--- src/rtl/bus_cycle_decoder_pkg.sv ---
// Shared types and constants for the bus cycle decoder.
//   state_t    : cycle FSM states
//   region_t   : decoded memory region of the latched address
//   bus_out_t  : registered output bundle (chip selects, enables, terminations)
//   REGION_MASK/PROM_BASE/SRAM_BASE : 512 KiB windows selected by ADDR[23:19]
//   DEFAULT_*  : default wait states and bus-error timeout
package bus_cycle_decoder_pkg;

    typedef enum logic [1:0] {
        ST_IDLE,
        ST_WAIT,
        ST_ACK,
        ST_FAULT
    } state_t;

    typedef enum logic [1:0] {
        REGION_PROM,
        REGION_SRAM,
        REGION_NONE
    } region_t;

    typedef struct packed {
        logic sramcs0;
        logic sramcs1;
        logic promcs0;
        logic promcs1;
        logic oe;
        logic weu;
        logic wel;
        logic dtack;
        logic berr;
    } bus_out_t;

    localparam logic [23:0] REGION_MASK = 24'hF8_0000;
    localparam logic [23:0] PROM_BASE   = 24'h00_0000;
    localparam logic [23:0] SRAM_BASE   = 24'h08_0000;

    localparam int DEFAULT_PROM_WAIT    = 2;
    localparam int DEFAULT_SRAM_WAIT    = 0;
    localparam int DEFAULT_BERR_TIMEOUT = 64;

endpackage

--- src/rtl/bus_cycle_decoder_if.sv ---
// CPU-side bus bundle of the bus cycle decoder.
//   CPU -> decoder : AS_IN, UDS_IN, LDS_IN, RW_IN, ADDR_IN[23:0], STALL_IN
//   decoder -> mem : SRAMCS0/1, PROMCS0/1 (0 = upper byte, 1 = lower byte), OE, WEU, WEL
//   decoder -> CPU : DTACK, BERR
// master: the CPU / bus-control side. slave: the decoder.
interface bus_cycle_decoder_if;

    logic        AS_IN;
    logic        UDS_IN;
    logic        LDS_IN;
    logic        RW_IN;
    logic [23:0] ADDR_IN;
    logic        STALL_IN;

    logic        SRAMCS0;
    logic        SRAMCS1;
    logic        PROMCS0;
    logic        PROMCS1;
    logic        OE;
    logic        WEU;
    logic        WEL;
    logic        DTACK;
    logic        BERR;

    modport master (
        output AS_IN, UDS_IN, LDS_IN, RW_IN, ADDR_IN, STALL_IN,
        input  SRAMCS0, SRAMCS1, PROMCS0, PROMCS1, OE, WEU, WEL, DTACK, BERR
    );

    modport slave (
        input  AS_IN, UDS_IN, LDS_IN, RW_IN, ADDR_IN, STALL_IN,
        output SRAMCS0, SRAMCS1, PROMCS0, PROMCS1, OE, WEU, WEL, DTACK, BERR
    );

endinterface

--- src/rtl/bus_cycle_decoder_region_decode.sv ---
// Combinational address decoder.
//   addr   in  24  CPU address
//   region out     PROM for 0x000000-0x07FFFF, SRAM for 0x080000-0x0FFFFF, else NONE
module region_decode
    import bus_cycle_decoder_pkg::*;
(
    input  logic [23:0] addr,
    output region_t     region
);

    // NOTE: every output of a combinational block gets a default first so no
    // path through it leaves the value unassigned (which would infer a latch).
    always_comb begin
        region = REGION_NONE;
        if ((addr & REGION_MASK) == PROM_BASE) begin
            region = REGION_PROM;
        end else if ((addr & REGION_MASK) == SRAM_BASE) begin
            region = REGION_SRAM;
        end
    end

endmodule

--- src/rtl/bus_cycle_decoder.sv ---
// 68000-style bus cycle decoder: chip selects, output/write enables and
// DTACK/BERR generation with per-region wait states.
//   CPUCLK_IN in   sole clock, rising edge
//   RESET_IN  in   asynchronous active-high reset
//   bus       slave modport of bus_cycle_decoder_if (strobes, address, stall,
//             chip selects, enables, cycle terminations)
// Parameters: PROM_WAIT / SRAM_WAIT wait cycles before DTACK (0..255),
//             BERR_TIMEOUT cycles before BERR on unmapped accesses (1..255).
module bus_cycle_decoder
    import bus_cycle_decoder_pkg::*;
#(
    parameter int PROM_WAIT    = DEFAULT_PROM_WAIT,
    parameter int SRAM_WAIT    = DEFAULT_SRAM_WAIT,
    parameter int BERR_TIMEOUT = DEFAULT_BERR_TIMEOUT
)(
    input  logic              CPUCLK_IN,
    input  logic              RESET_IN,
    bus_cycle_decoder_if.slave bus
);

    localparam logic [7:0] PROM_LOAD = 8'(PROM_WAIT);
    localparam logic [7:0] SRAM_LOAD = 8'(SRAM_WAIT);
    localparam logic [7:0] BERR_LOAD = 8'(BERR_TIMEOUT - 1);

    state_t     state, state_next;
    logic [7:0] cnt, cnt_next;
    region_t    region_q, region_next;
    logic       rw_q, rw_next;
    region_t    addr_region;
    bus_out_t   out_q, out_next;
    logic       active;

    region_decode u_region_decode (
        .addr   (bus.ADDR_IN),
        .region (addr_region)
    );

    // Next-state and counter logic. Region and direction are captured only
    // when leaving IDLE, so later address/RW changes are ignored.
    always_comb begin
        state_next  = state;
        cnt_next    = cnt;
        region_next = region_q;
        rw_next     = rw_q;
        unique case (state)
            ST_IDLE: begin
                if (bus.AS_IN) begin
                    state_next  = ST_WAIT;
                    region_next = addr_region;
                    rw_next     = bus.RW_IN;
                    unique case (addr_region)
                        REGION_PROM: cnt_next = PROM_LOAD;
                        REGION_SRAM: cnt_next = SRAM_LOAD;
                        default:     cnt_next = BERR_LOAD;
                    endcase
                end
            end
            ST_WAIT: begin
                if (!bus.AS_IN) begin
                    state_next = ST_IDLE;
                end else if (cnt == 8'd0) begin
                    // A stalled mapped access parks here with the count at 0.
                    if (region_q == REGION_NONE) begin
                        state_next = ST_FAULT;
                    end else if (!bus.STALL_IN) begin
                        state_next = ST_ACK;
                    end
                end else begin
                    cnt_next = cnt - 8'd1;
                end
            end
            ST_ACK, ST_FAULT: begin
                if (!bus.AS_IN) begin
                    state_next = ST_IDLE;
                end
            end
            default: state_next = ST_IDLE;
        endcase
    end

    // Registered outputs. Strobe-driven selects appear one edge after the
    // address is latched (i.e. while WAIT/ACK persist) and fall at the edge
    // that samples AS low; byte lanes follow UDS/LDS as sampled each edge.
    always_comb begin
        out_next = '0;
        active   = (state != ST_IDLE) &&
                   ((state_next == ST_WAIT) || (state_next == ST_ACK));
        if (active) begin
            out_next.sramcs0 = (region_q == REGION_SRAM) && bus.UDS_IN;
            out_next.sramcs1 = (region_q == REGION_SRAM) && bus.LDS_IN;
            out_next.promcs0 = (region_q == REGION_PROM) && bus.UDS_IN;
            out_next.promcs1 = (region_q == REGION_PROM) && bus.LDS_IN;
            out_next.oe      = (region_q != REGION_NONE) && rw_q;
            // PROM writes terminate normally but drive no write enable.
            out_next.weu     = (region_q == REGION_SRAM) && !rw_q && bus.UDS_IN;
            out_next.wel     = (region_q == REGION_SRAM) && !rw_q && bus.LDS_IN;
        end
        out_next.dtack = (state_next == ST_ACK);
        out_next.berr  = (state_next == ST_FAULT);
    end

    // NOTE: sequential state uses non-blocking assignments so every register
    // updates from pre-edge values, independent of statement order.
    // NOTE: reset clears every register, outputs included, so the bus is quiet
    // the instant RESET_IN rises rather than at the next clock.
    always_ff @(posedge CPUCLK_IN or posedge RESET_IN) begin
        if (RESET_IN) begin
            state    <= ST_IDLE;
            cnt      <= 8'd0;
            region_q <= REGION_NONE;
            rw_q     <= 1'b0;
            out_q    <= '0;
        end else begin
            state    <= state_next;
            cnt      <= cnt_next;
            region_q <= region_next;
            rw_q     <= rw_next;
            out_q    <= out_next;
        end
    end

    assign bus.SRAMCS0 = out_q.sramcs0;
    assign bus.SRAMCS1 = out_q.sramcs1;
    assign bus.PROMCS0 = out_q.promcs0;
    assign bus.PROMCS1 = out_q.promcs1;
    assign bus.OE      = out_q.oe;
    assign bus.WEU     = out_q.weu;
    assign bus.WEL     = out_q.wel;
    assign bus.DTACK   = out_q.dtack;
    assign bus.BERR    = out_q.berr;

endmodule

--- src/flat_wrapper.sv ---
// flat-port wrapper written by rule: the top's interface ports become plain ports
module bus_cycle_decoder_flat import bus_cycle_decoder_pkg::*;
#(
    parameter int PROM_WAIT    = DEFAULT_PROM_WAIT,
    parameter int SRAM_WAIT    = DEFAULT_SRAM_WAIT,
    parameter int BERR_TIMEOUT = DEFAULT_BERR_TIMEOUT
)
  (CPUCLK_IN, RESET_IN, bus_AS_IN, bus_UDS_IN, bus_LDS_IN, bus_RW_IN, bus_ADDR_IN, bus_STALL_IN, bus_SRAMCS0, bus_SRAMCS1, bus_PROMCS0, bus_PROMCS1, bus_OE, bus_WEU, bus_WEL, bus_DTACK, bus_BERR);
  bus_cycle_decoder_if bus_i ();
  input  logic CPUCLK_IN;
  input  logic RESET_IN;
  input wire logic [$bits(bus_i.AS_IN)-1:0] bus_AS_IN;
  input wire logic [$bits(bus_i.UDS_IN)-1:0] bus_UDS_IN;
  input wire logic [$bits(bus_i.LDS_IN)-1:0] bus_LDS_IN;
  input wire logic [$bits(bus_i.RW_IN)-1:0] bus_RW_IN;
  input wire logic [$bits(bus_i.ADDR_IN)-1:0] bus_ADDR_IN;
  input wire logic [$bits(bus_i.STALL_IN)-1:0] bus_STALL_IN;
  output wire logic [$bits(bus_i.SRAMCS0)-1:0] bus_SRAMCS0;
  output wire logic [$bits(bus_i.SRAMCS1)-1:0] bus_SRAMCS1;
  output wire logic [$bits(bus_i.PROMCS0)-1:0] bus_PROMCS0;
  output wire logic [$bits(bus_i.PROMCS1)-1:0] bus_PROMCS1;
  output wire logic [$bits(bus_i.OE)-1:0] bus_OE;
  output wire logic [$bits(bus_i.WEU)-1:0] bus_WEU;
  output wire logic [$bits(bus_i.WEL)-1:0] bus_WEL;
  output wire logic [$bits(bus_i.DTACK)-1:0] bus_DTACK;
  output wire logic [$bits(bus_i.BERR)-1:0] bus_BERR;
  assign bus_i.AS_IN = bus_AS_IN;
  assign bus_i.UDS_IN = bus_UDS_IN;
  assign bus_i.LDS_IN = bus_LDS_IN;
  assign bus_i.RW_IN = bus_RW_IN;
  assign bus_i.ADDR_IN = bus_ADDR_IN;
  assign bus_i.STALL_IN = bus_STALL_IN;
  assign bus_SRAMCS0 = bus_i.SRAMCS0;
  assign bus_SRAMCS1 = bus_i.SRAMCS1;
  assign bus_PROMCS0 = bus_i.PROMCS0;
  assign bus_PROMCS1 = bus_i.PROMCS1;
  assign bus_OE = bus_i.OE;
  assign bus_WEU = bus_i.WEU;
  assign bus_WEL = bus_i.WEL;
  assign bus_DTACK = bus_i.DTACK;
  assign bus_BERR = bus_i.BERR;
  bus_cycle_decoder #(.PROM_WAIT(PROM_WAIT), .SRAM_WAIT(SRAM_WAIT), .BERR_TIMEOUT(BERR_TIMEOUT)) u_core (.CPUCLK_IN(CPUCLK_IN), .RESET_IN(RESET_IN), .bus(bus_i));
endmodule
--- config.mk ---
export PLATFORM = sky130hd
export DESIGN_NAME = bus_cycle_decoder_flat
export DESIGN_NICKNAME = d
export VERILOG_FILES = /design/src/rtl/bus_cycle_decoder_pkg.sv /design/src/rtl/bus_cycle_decoder_if.sv /design/src/rtl/bus_cycle_decoder_region_decode.sv /design/src/rtl/bus_cycle_decoder.sv /design/src/flat_wrapper.sv
export SDC_FILE = /design/constraint.sdc
export NUM_CORES = 1
export LEC_CHECK = 0
export ABC_CLOCK_PERIOD_IN_PS = 3900
export BUFFER_PORTS_ARGS = -buffer_cell sky130_fd_sc_hd__buf_4
export CAP_MARGIN = 0
export CORE_MARGIN = 10
export CORE_UTILIZATION = 50
export DETAILED_ROUTE_END_ITERATION = 12
export PLACE_DENSITY = 0.81
export SETUP_SLACK_MARGIN = 0.15
export SLEW_MARGIN = 5
export SYNTH_ARGS = -nofsm -noshare
export SYNTH_HDL_FRONTEND = slang
export SYNTH_SLANG_ARGS = --single-unit
--- constraint.sdc ---
create_clock -name CPUCLK_IN -period 3.9 [get_ports CPUCLK_IN]
set_input_delay 0.195 -clock CPUCLK_IN [delete_from_list [all_inputs] [get_ports CPUCLK_IN]]
set_output_delay 0.195 -clock CPUCLK_IN [all_outputs]
set_load 0.03 [all_outputs]
# Word level (Yosys, flattened, before mapping)
# Cells that the tools add are included.
[word_totals]
inputBits = 31
reg_bits = 22
output_inout_bits = 9
[op_classes]
n_reduce_logical = 21
addsub = 1
eq_ne = 14
mux = 15
[op_table]
columns = ["operator", "n"]
rows = [
  ["$logic_not A24 Y1", 1],
  ["$mux W8", 3],
  ["$mux W2", 8],
  ["$pmux W8 S2", 1],
  ["$pmux W6 S2", 1],
  ["$eq A2 B2 Y1 const B", 5],
  ["$logic_and A1 B1 Y1", 9],
  ["$eq A2 B1 Y1 const B", 4],
  ["$logic_not A8 Y1", 1],
  ["$ne A2 B2 Y1 const B", 4],
  ["$sub A8 B1 Y8 const B", 1],
  ["$mux W7", 1],
  ["$logic_not A2 Y1", 3],
  ["$pmux W2 S3", 1],
  ["$eq A5 B1 Y1 const B", 1],
  ["$reduce_and A4 Y1", 1],
  ["$reduce_bool A2 Y1", 2],
  ["$reduce_and A2 Y1", 1],
  ["$reduce_or A2 Y1", 1],
  ["$logic_not A1 Y1", 1],
  ["$logic_or A1 B1 Y1", 1],
]

# Depth between registers and ports, before layout
[logic_depth]
depth_word = 9
ltp_mapped = 10
mapped_depth_nobuf = 10

# Cells and area by module
# From an unflattened synthesis, not the netlist that was laid out.
[unflattened]
hier_cells = 101
hier_area_um2 = 1059.8
[modules_own_cells]
columns = ["module", "area_each_um2", "cells_each", "seq_area_each_um2", "instances"]
rows = [
  ["bus_cycle_decoder", 1038.5, 98, 551.8, 1],
  ["region_decode", 21.3, 3, 0.0, 1],
]

# Worst setup path before layout
# OpenSTA, ideal clock, no wires.
[synth_timing]
path_kind = "register to register"
start = "register u_core.cnt[0]"
end = "register u_core.out_q (netlist bit u_core.bus.WEL)"
setup_slack_ns = 1.896
t_arrival_ns = 1.918
required_ns = 3.814
setup_time_ns = 0.086
path_stages_with_launch = 11
path_cell_list = "dfrtp_1 inv_1 ha_1 nor2b_1 and3_1 a31oi_1 nor2b_1 ha_1 nor2_1 nand2_1 nor3_1"
[synth_rtl]
columns = ["element", "line", "source"]
rows = [
  ["start, declared", "bus_cycle_decoder.sv:26", "logic [7:0] cnt, cnt_next;"],
  ["start signal, assigned", "bus_cycle_decoder.sv:115", "cnt <= cnt_next;"],
  ["end signal, assigned", "bus_cycle_decoder.sv:118", "out_q <= out_next;"],
  ["end, declared", "bus_cycle_decoder.sv:30", "bus_out_t out_q, out_next;"],
]

==> results by group <==
Power and ir drop
  • Static Leakage: slightly above 0.6 nW
  • VDD IR max: about 0.20 mV
  • Pwr/cell area: between 300 and 400 nW/um2
  • Power Total: 446 uW

Min path
  • Worst hold path class: in2async

Worst setup path
  • Terminus of the critical flop-to-flop path: u_core.bus.WEL$_DFF_PP0_
  • Worst endpoint required time: a little over 4 ns
  • Data arrival time of the critical path: approximately 2.6 ns
  • CP endpoint: u_core.bus.WEL$_DFF_PP0_
  • Worst setup startpoint: u_core.cnt[0]$_DFFE_PP0P_
  • Critical Path Sink Type: register
  • Critical path launch point type: register
  • Start-to-end type of the worst setup path: reg2reg
  • Startpoint of the most critical register-to-register path: u_core.cnt[0]$_DFFE_PP0P_
  • Critical path peak fanout: 5
  • Slack of the worst reg-to-reg path: ~1.6 ns
  • Worst Reg2Reg Path Length in Cells: 10

Yosys
  • Cell area after technology mapping: ~1100 um2
  • Share of the yosys chip area belonging to registers: between 50% and 60%
  • Average footprint of a synthesized cell: 10.1 um2
  • Flip-flop cell with the highest count after synthesis: sky130_fd_sc_hd__dfrtp_1
  • Post-synthesis register bit count: 22
  • Synthesis warning total: 0
  • Fraction of synthesis flops using an asynchronous set or reset pin: 100%
  • Number of instances in the synthesized netlist: between 100 and 150
  • Number of flops mapped to enable cells by yosys: 0
  • Net count of the mapped netlist: ~140
  • Count of unique library cells instantiated by Yosys: 32

Clock tree
  • Number of buffers inserted to repair setup after CTS: 0
  • CTS H-Tree Depth: 1
  • Clk buf depth: 2
  • Root buf cell: sky130_fd_sc_hd__clkbuf_4
  • Worst-Skew Late Latency: 0.30 ns
  • TritonCTS Buffers: 3
  • Clock tree from TritonCTS: built
  • CTS sink cnt: 22
  • # hold bufs at CTS: 0
  • CTS-repair resized insts: 0
  • Clock-pin slew on the worst setup and hold paths: roughly 0.12 ns

Job
  • # Max-Cap Violations: 0

Global route
  • Total global-route track usage: between 10% and 20%
  • Overflow left after global routing: 0
  • Maximum number of pins on one net before global-route repair: 23
  • Antenna violations before repair: 0
  • Vias in the first global route: about 890
  • First-pass GRT wire length: around 3900 um

Die
  • Placeable Area: 2020 um2
  • Number of placement rows: 16
  • Die Y-Extent: about 67 um
  • Effective utilization at floorplan: 53.7%
  • Area of the die: about 4400 um2
  • I/O pin total: 40
  • Die width: 66.6 um

Status
  • Run status: finished, final reports clean

Route
  • Via-per-instance ratio: approximately 5.6
  • DRC viols: 0
  • Routed wire length per instance: 14.5 um
  • Detailed router's first-iteration violation count: 8
  • Post-route ant nets: 0
  • Total Wirelength: approximately 2300 um
  • Via total after detailed routing: approximately 870
  • Pre-Repair DR Iteration Count: 4

Cells and area
  • Largest registers in the final layout: u_core.cnt x8, u_core.region_q x2, u_core.state x2
  • Largest register FFs: 8
  • Share of final-layout standard cells stronger than drive strength 1: between 20% and 30%
  • Register containing the most flip-flops in the final layout: u_core.cnt
  • Final Instance Count excl. Fillers: approximately 160
  • Area added between synthesis and finish: 19.5%
  • Core Util, Final: between 60% and 70%
  • ANT cells: 0
  • Fillers: between 150 and 200
  • Final net count: roughly 170

STA
  • Min cycle time layout: 2.33 ns
  • Transition time of the tightest slew-check pin: 0.787 ns
  • Setup-failing EPs final: 0
  • Worst max-slew margin expressed relative to the limit: between 40% and 50%
  • Sum of negative setup slack: 0 ns
  • RSZ-0062 raised after global routing: no
  • Worst Skew: between 0.007 and 0.008 ns
  • Fmax: roughly 430 MHz
  • Minimum hold slack: 0.0309 ns
  • Final count of pins violating max slew: 0
  • Final number of hold-violating endpoints: 0
  • Final worst path period share: 59.8%

Placed design
  • Post-detail-place hpwl: between 1500 and 2000 um
  • Placer Congestion: 0.775
  • Port-buffer cells: 20
  • Post-placement cell count: around 150
==> per-stage QoR <==
step                      instance area [um2]  setup WS (ns)
final                                    1300           1.57
after floorplan                          1080           1.90
after global placement                   1260           1.65
after detailed placement                 1260           1.60
after CTS                                1300           1.55
after global routing                     1300           1.32
==> logic make-up (layout without fill, tap and decap cells) <==
family,count (synthesis),in the layout,share of synthesized area [%]
AO/OA/AOI/OAI,27,27,19.6
buffers and inverters,8,30,2.88
AND/OR/NAND/NOR,45,45,21.0
adder cells (fa/ha/maj),4,4,4.61
multiplexers,1,1,1.04
flip-flops,22,22,50.9
==> critical path, cell delays in order (launching register included) <==
cell	delay [ns]
sky130_fd_sc_hd__dfrtp_1	0.44
sky130_fd_sc_hd__inv_1	0.09
sky130_fd_sc_hd__ha_1	0.14
sky130_fd_sc_hd__nor2b_1	0.30
sky130_fd_sc_hd__and3_1	0.21
sky130_fd_sc_hd__a31oi_1	0.09
sky130_fd_sc_hd__nor2b_1	0.22
sky130_fd_sc_hd__ha_1	0.28
sky130_fd_sc_hd__nor2_1	0.18
sky130_fd_sc_hd__nand2_1	0.11
sky130_fd_sc_hd__nor3_1	0.20
==> power breakdown <==
| part | switching (mW) | internal [mW] | leakage [nW] |
|---|---|---|---|
| combinational | 0.0363 | 0.0281 | 0.313 |
| sequential | 0.0166 | 0.241 | 0.282 |
| clock | 0.0667 | 0.0568 | 0.0210 |
| total | 0.120 | 0.326 | 0.616 |
==> cells in the final DEF (no fill, tap or decap), drive strengths merged, types with 2 or more instances in the layout <==
cell type,instances
dfrtp,21
buf,20
nand2,12
nor2,10
o21ai,9
nor3,7
nand2b,6
inv,6
a21oi,4
ha,4
clkbuf,4
a22o,3
o41ai,3
or2,2
nor2b,2
nand3,2
and3,2
a31oi,2
o311ai,2
==> metal layers <==
layer	part of all wire, %	wire [um]	GRT usage [%]
met4	0.93	21	4.71
met1	42	958	12.3
met5	0	0	0
met3	5.0	113	2.84
met2	52	1170	19.1
==> synthesized netlist by cell type, types with 2 or more instances <==
library cell / instances / share of area [%]
sky130_fd_sc_hd__a21oi_1: 4 / 1.8
sky130_fd_sc_hd__a22o_1: 3 / 2.4
sky130_fd_sc_hd__a31oi_1: 2 / 1.2
sky130_fd_sc_hd__and3_1: 2 / 1.2
sky130_fd_sc_hd__dfrtp_1: 21 / 48
sky130_fd_sc_hd__ha_1: 4 / 4.6
sky130_fd_sc_hd__inv_1: 6 / 2.1
sky130_fd_sc_hd__nand2_1: 12 / 4.2
sky130_fd_sc_hd__nand2b_1: 6 / 3.5
sky130_fd_sc_hd__nand3_1: 2 / 0.92
sky130_fd_sc_hd__nor2_1: 9 / 3.1
sky130_fd_sc_hd__nor2b_1: 2 / 1.2
sky130_fd_sc_hd__nor3_1: 6 / 2.8
sky130_fd_sc_hd__o21ai_0: 7 / 3.2
sky130_fd_sc_hd__o21ai_1: 2 / 0.92
sky130_fd_sc_hd__o41ai_2: 2 / 3.0
sky130_fd_sc_hd__or2_2: 2 / 1.2
==> layout make-up <==
type                    count  area [um2]  area share, %
clock buffers               4        36.3           2.80
inverters                   6        22.5           1.74
multi-input cells          77         502           38.7
flip-flops and latches     22         552           42.6
well taps                  27        33.8           2.61
repair buffers             20         150           11.6
==> worst min-delay path by stage <==
stage	to	cells past startpoint	from	slack, ns
after floorplan	u_core.bus.BERR$_DFF_PP0_	1	RESET_IN	0.18
final	u_core.bus.OE$_DFF_PP0_	2	RESET_IN	0.03
after detailed placement	u_core.rw_q$_DFFE_PP0P_	3	bus_RW_IN	0.39
after global placement	u_core.bus.DTACK$_DFF_PP0_	2	RESET_IN	0.39
after CTS	u_core.state[1]$_DFF_PP0_	2	RESET_IN	0.06
after global routing	u_core.rw_q$_DFFE_PP0P_	3	bus_RW_IN	0.09
Note: power is estimated with default switching activity, not from simulation.
